==> src/rtl/unary_decoder.sv <==
// Unary (thermometer) stream decoder: counts the '1' bits of a STREAM_LEN-bit
// serial frame, flags ones that arrive after a zero, and pulses done with the result.
module unary_decoder #(
    parameter int STREAM_LEN = 16,
    parameter int CNT_W      = 6
) (
    input  logic             clk,
    input  logic             rst,
    input  logic             start,
    input  logic             bit_valid,
    input  logic             bit_in,
    output logic             busy,
    output logic             done,
    output logic [CNT_W-1:0] value_out,
    output logic             code_err
);

    typedef enum logic [0:0] {
        IDLE    = 1'b0,
        COLLECT = 1'b1
    } state_t;

    localparam logic [CNT_W-1:0] LAST_IDX = CNT_W'(STREAM_LEN - 1);
    localparam logic [CNT_W-1:0] CNT_ZERO = {CNT_W{1'b0}};
    localparam logic [CNT_W-1:0] CNT_ONE  = {{(CNT_W-1){1'b0}}, 1'b1};

    state_t           state_r;
    logic [CNT_W-1:0] bit_cnt_r;
    logic [CNT_W-1:0] ones_cnt_r;
    logic             seen_zero_r;
    logic             err_r;

    logic             last_bit_s;
    logic [CNT_W-1:0] ones_next_s;
    logic             err_next_s;

    // Counter and error values that include the bit currently on bit_in
    always_comb begin
        last_bit_s  = (bit_cnt_r == LAST_IDX);
        ones_next_s = ones_cnt_r + {{(CNT_W-1){1'b0}}, bit_in};
        if (seen_zero_r && bit_in) begin
            err_next_s = 1'b1;
        end else begin
            err_next_s = err_r;
        end
    end

    // Frame collection FSM with registered outputs
    always_ff @(posedge clk) begin
        if (rst) begin
            state_r     <= IDLE;
            bit_cnt_r   <= CNT_ZERO;
            ones_cnt_r  <= CNT_ZERO;
            seen_zero_r <= 1'b0;
            err_r       <= 1'b0;
            busy        <= 1'b0;
            done        <= 1'b0;
            value_out   <= CNT_ZERO;
            code_err    <= 1'b0;
        end else begin
            done <= 1'b0;
            case (state_r)
                IDLE: begin
                    if (start) begin
                        state_r     <= COLLECT;
                        bit_cnt_r   <= CNT_ZERO;
                        ones_cnt_r  <= CNT_ZERO;
                        seen_zero_r <= 1'b0;
                        err_r       <= 1'b0;
                        busy        <= 1'b1;
                    end else begin
                        busy <= 1'b0;
                    end
                end
                COLLECT: begin
                    // A restart wins over any bit presented in the same cycle
                    if (start) begin
                        bit_cnt_r   <= CNT_ZERO;
                        ones_cnt_r  <= CNT_ZERO;
                        seen_zero_r <= 1'b0;
                        err_r       <= 1'b0;
                        busy        <= 1'b1;
                    end else if (bit_valid) begin
                        if (last_bit_s) begin
                            state_r   <= IDLE;
                            busy      <= 1'b0;
                            done      <= 1'b1;
                            value_out <= ones_next_s;
                            code_err  <= err_next_s;
                        end else begin
                            busy <= 1'b1;
                        end
                        bit_cnt_r   <= bit_cnt_r + CNT_ONE;
                        ones_cnt_r  <= ones_next_s;
                        seen_zero_r <= seen_zero_r | ~bit_in;
                        err_r       <= err_next_s;
                    end else begin
                        busy <= 1'b1;
                    end
                end
                default: begin
                    state_r <= IDLE;
                    busy    <= 1'b0;
                end
            endcase
        end
    end

endmodule

==> config.mk <==
export PLATFORM = sky130hd
export DESIGN_NAME = unary_decoder
export DESIGN_NICKNAME = d
export VERILOG_FILES = /design/src/rtl/unary_decoder.sv
export SDC_FILE = /design/constraint.sdc
export NUM_CORES = 1
export LEC_CHECK = 0
export ABC_AREA = 1
export ABC_CLOCK_PERIOD_IN_PS = 1490
export CAP_MARGIN = 15
export CORE_MARGIN = 5
export CORE_UTILIZATION = 25
export DETAILED_ROUTE_END_ITERATION = 10
export PLACE_DENSITY_LB_ADDON = 0.08
export SLEW_MARGIN = 20
export SYNTH_ARGS = -nofsm -noshare
export SYNTH_HDL_FRONTEND = slang
export SYNTH_SLANG_ARGS = --single-unit
==> constraint.sdc <==
create_clock -name clk -period 1.49 [get_ports clk]
set_input_delay 0.2235 -clock clk [delete_from_list [all_inputs] [get_ports clk]]
set_output_delay 0.2235 -clock clk [all_outputs]
set_load 0.005 [all_outputs]
==> impl_results.md, run 1 <==
* Run status: complete, no violations
* Synth unique cells at 18
* 1st-pass router iterations at 4
* Worst-path cell chain: clkdlybuf4s50_1
* Clock buffer count from CTS at 3
* IO Port Bufs at 13
* Max Cap Viol at 0
* Average wire per standard cell at 10.5 um
* Reg2reg setup slack at around 170 ps
* RePlAce Congestion at 0.784
* Average size of a mapped cell at 7.51 um2
* Power after layout at 1.08 mW
* Initial Util at 25.3%
* Share of power burned in registers at 57.8%
* Fin. Hold Viols at 0
* Placed cell area at 1230 um2
* Post-layout nets at 165
* Post-synth top area share at a little under half
* Crit path max-delay family: buffers and inverters
* Fraction of layout cells with a size suffix above 1 at about 13%
* Hold Path Origin: bit_cnt_r[0]$_SDFFE_PP0P_
* Final core occ at 32.5%
* Commonest non-fill, non-tap cell in the layout: nand2_1
* WP buf/inv at 1
* CTS tree: built
* P per Cell Area at between 800 and 900 nW/um2
* Clk sinks at 23
* Antenna Violating Nets Remaining at 0
* Int Power at 0.834 mW
* Hold_buf cts at 0
* Area grow syn2layout at 28.4%
* Yosys Warn Count at 0
* Fin. max-slew vios at 0
* Final wirelength at around 2200 um
* Die area at 5360 um2
* CP Capture Type: output port
* Register bit total from synthesis at 23
* Fin Setup TNS at 0 ps
* Net Sw Frac at around 22%
* Slowest CP cell: clkdlybuf4s50_1
* CP Max Fanout at 4
* DIE HEIGHT at around 73 um
* Worst setup path startpoint: state_r$_SDFF_PP0_
* Critical Path RT at between 1000 and 1500 ps
* Crit path time final at 1400 ps
* Total number of vias at about 870
* Combinational group share of total power at 6.1%
* Final setup fails at 0
* Vias per std cell at about 4.2
* Final period util at 93.9%
* Main area contributors after synthesis: dfxtp_1 (46%), nand2_1 (15%), a21oi_1 (7.5%)
* Routed wire length on met2 at ~1000 um
* H-Tree Level Count at 1
* Post-synthesis sequential area ratio at 46.1%
* Post-DP HPWL at around 1700 um
* Metal3 WL at between 80 and 90 um
* Normalized max-slew margin at 81.5%
* Fmax at 0.714 GHz
* Top sig layer: met4
* Cell count after synthesis at 133
* Worst min-delay path class: reg -> reg
* Clk root buf: clkbuf_8
* Critical path type: reg -> out
* Inserted Diodes at 0
* R2R depth at 6
* Clk buf depth at 2
* Fill cell count at 432
* Worst R2R Start: bit_cnt_r[0]$_SDFFE_PP0P_
* Std-Cell Core Area at 3940 um2
* Worst hold path endpoint: bit_cnt_r[0]$_SDFFE_PP0P_
* GRT Total Usage at 9.25%
* DRC Markers at 0
* Commonest non-fill, non-tap cells in the layout: nand2_1 (39), dfxtp_1 (22), a21oi_1 (15), clkdlybuf4s50_1 (13), nand3_1 (12)
* Worst clock skew at 2.71 ps
* First-pass GRT wire length at 3790 um
* Initial antenna violation count at 0
* Switch Pwr at 0.242 mW
* Slew @ Worst Pin at 276 ps
* Clock Power Share at a little over a third
* CP max stage delay at ~530 ps
* Post-CTS Setup Inserts at 0
* Hold depth at 1
* 1st-iter DRT viols at 69
* RR Endpoint: value_out[2]$_SDFFE_PP0P_
* Peak supply drop at 547 uV
* RSZ-0062 raised after global routing: false
* Site Rows at 23
* Grt ovf at 0
* Leak at 0.527 nW
* Mapped Nets at ~140
* Post-synth top area cell: dfxtp_1
* Cell Area, Synth at about 1000 um2
* CTS clk-pin slew, worst paths at 80 ps
* Wl on met1 at 1060 um
* Vias in the first global route at 847
* WP data arrival at 1180 ps
* Largest net degree at the start of global routing at 14
* Stages on worst setup path at 1
* Die extent in x at 73.2 um
* Worst skew pair latency at 260 ps
* Fin area at 1280 um2
* Crit path launch type: flip-flop
* I/O Pins at 14
==> through the flow <==
stage / hold WS [ps] / worst slack (ps) / cells
after detailed placement: 462 / -148 / 202
after global placement: 456 / -107 / 202
after floorplan: 397 / 318 / 133
after CTS: 476 / 74.1 / 206
final: 461 / 90.3 / 206
after global routing: 500 / 42.9 / 206
==> power by group through the flow <==
stage	combinational [mW]	sequential, mW	clock (mW)
after CTS	0.0677	0.622	0.414
after global routing	0.0747	0.623	0.434
after floorplan	0.0306	0.636	0
after global placement	0.0682	0.636	0
final	0.0656	0.622	0.389
after detailed placement	0.0673	0.636	0
==> sequential cells by signal, summed over array words and instances, names as in the netlist <==
| name | count |
|---|---|
| seen_zero_r | 1 |
| err_r | 1 |
| ones_cnt_r | 6 |
| bit_cnt_r | 6 |
| done | 1 |
| code_err | 1 |
| value_out | 6 |
| state_r | 1 |
==> routing by layer <==
metal	global-route usage, %	vias up
met5	0	-
met4	1.84	0
met3	2.89	2
met2	16.2	13
met1	11.0	377
li1	-	477
==> cell families (layout without fill, tap and decap cells) <==
family          Yosys count  count (layout)  share of synthesized area [%]
fa+ha+maj                 3               3                           3.76
xor+xnor                  2               2                           1.75
simple gates             69              69                           30.8
compound gates           22              22                           11.3
flops                    23              23                           46.1
buf+inv                  14              37                           6.26
==> worst max path at each step <==
stage / end / slack (ps)
after floorplan: value_out[2]$_SDFFE_PP0P_ / 320
after global placement: value_out[2]$_SDFFE_PP0P_ / -110
after detailed placement: value_out[2]$_SDFFE_PP0P_ / -150
after CTS: busy / 70
after global routing: busy / 40
final: busy / 90
==> repair_timing <==
item	4_1_cts	5_1_grt
resized for setup	0	1
setup endpoints to repair	0	1
endpoints found under the hold margin	0	0
==> cell usage after synthesis, drive strengths merged <==
library cell / instances
ha: 3
inv: 11
buf: 2
dfxtp: 23
nor2: 13
nand3: 14
nor3: 1
clkinv: 1
o21ai: 6
o21bai: 1
nand2: 41
xor2: 2
a21oi: 15
==> area by class of cell <==
class / count / area (um2) / share of cell area, %
Sequential cell: 23 / 462 / 36.0
Tap cell: 50 / 62.6 / 4.88
Multi-Input combinational cell: 96 / 475 / 37.1
Timing Repair Buffer: 21 / 190 / 14.8
Inverter: 12 / 46.3 / 3.61
Clock buffer: 3 / 41.3 / 3.22
Clock inverter: 1 / 5.00 / 0.390
(Power assumes the default switching activity.)
==> inputs of run 2 (changes only) <==
CTS_CLUSTER_SIZE = 20   (was not set)
==> results of run 2 <==
The final DEF is identical to that of run 1; final timing and power are the same.
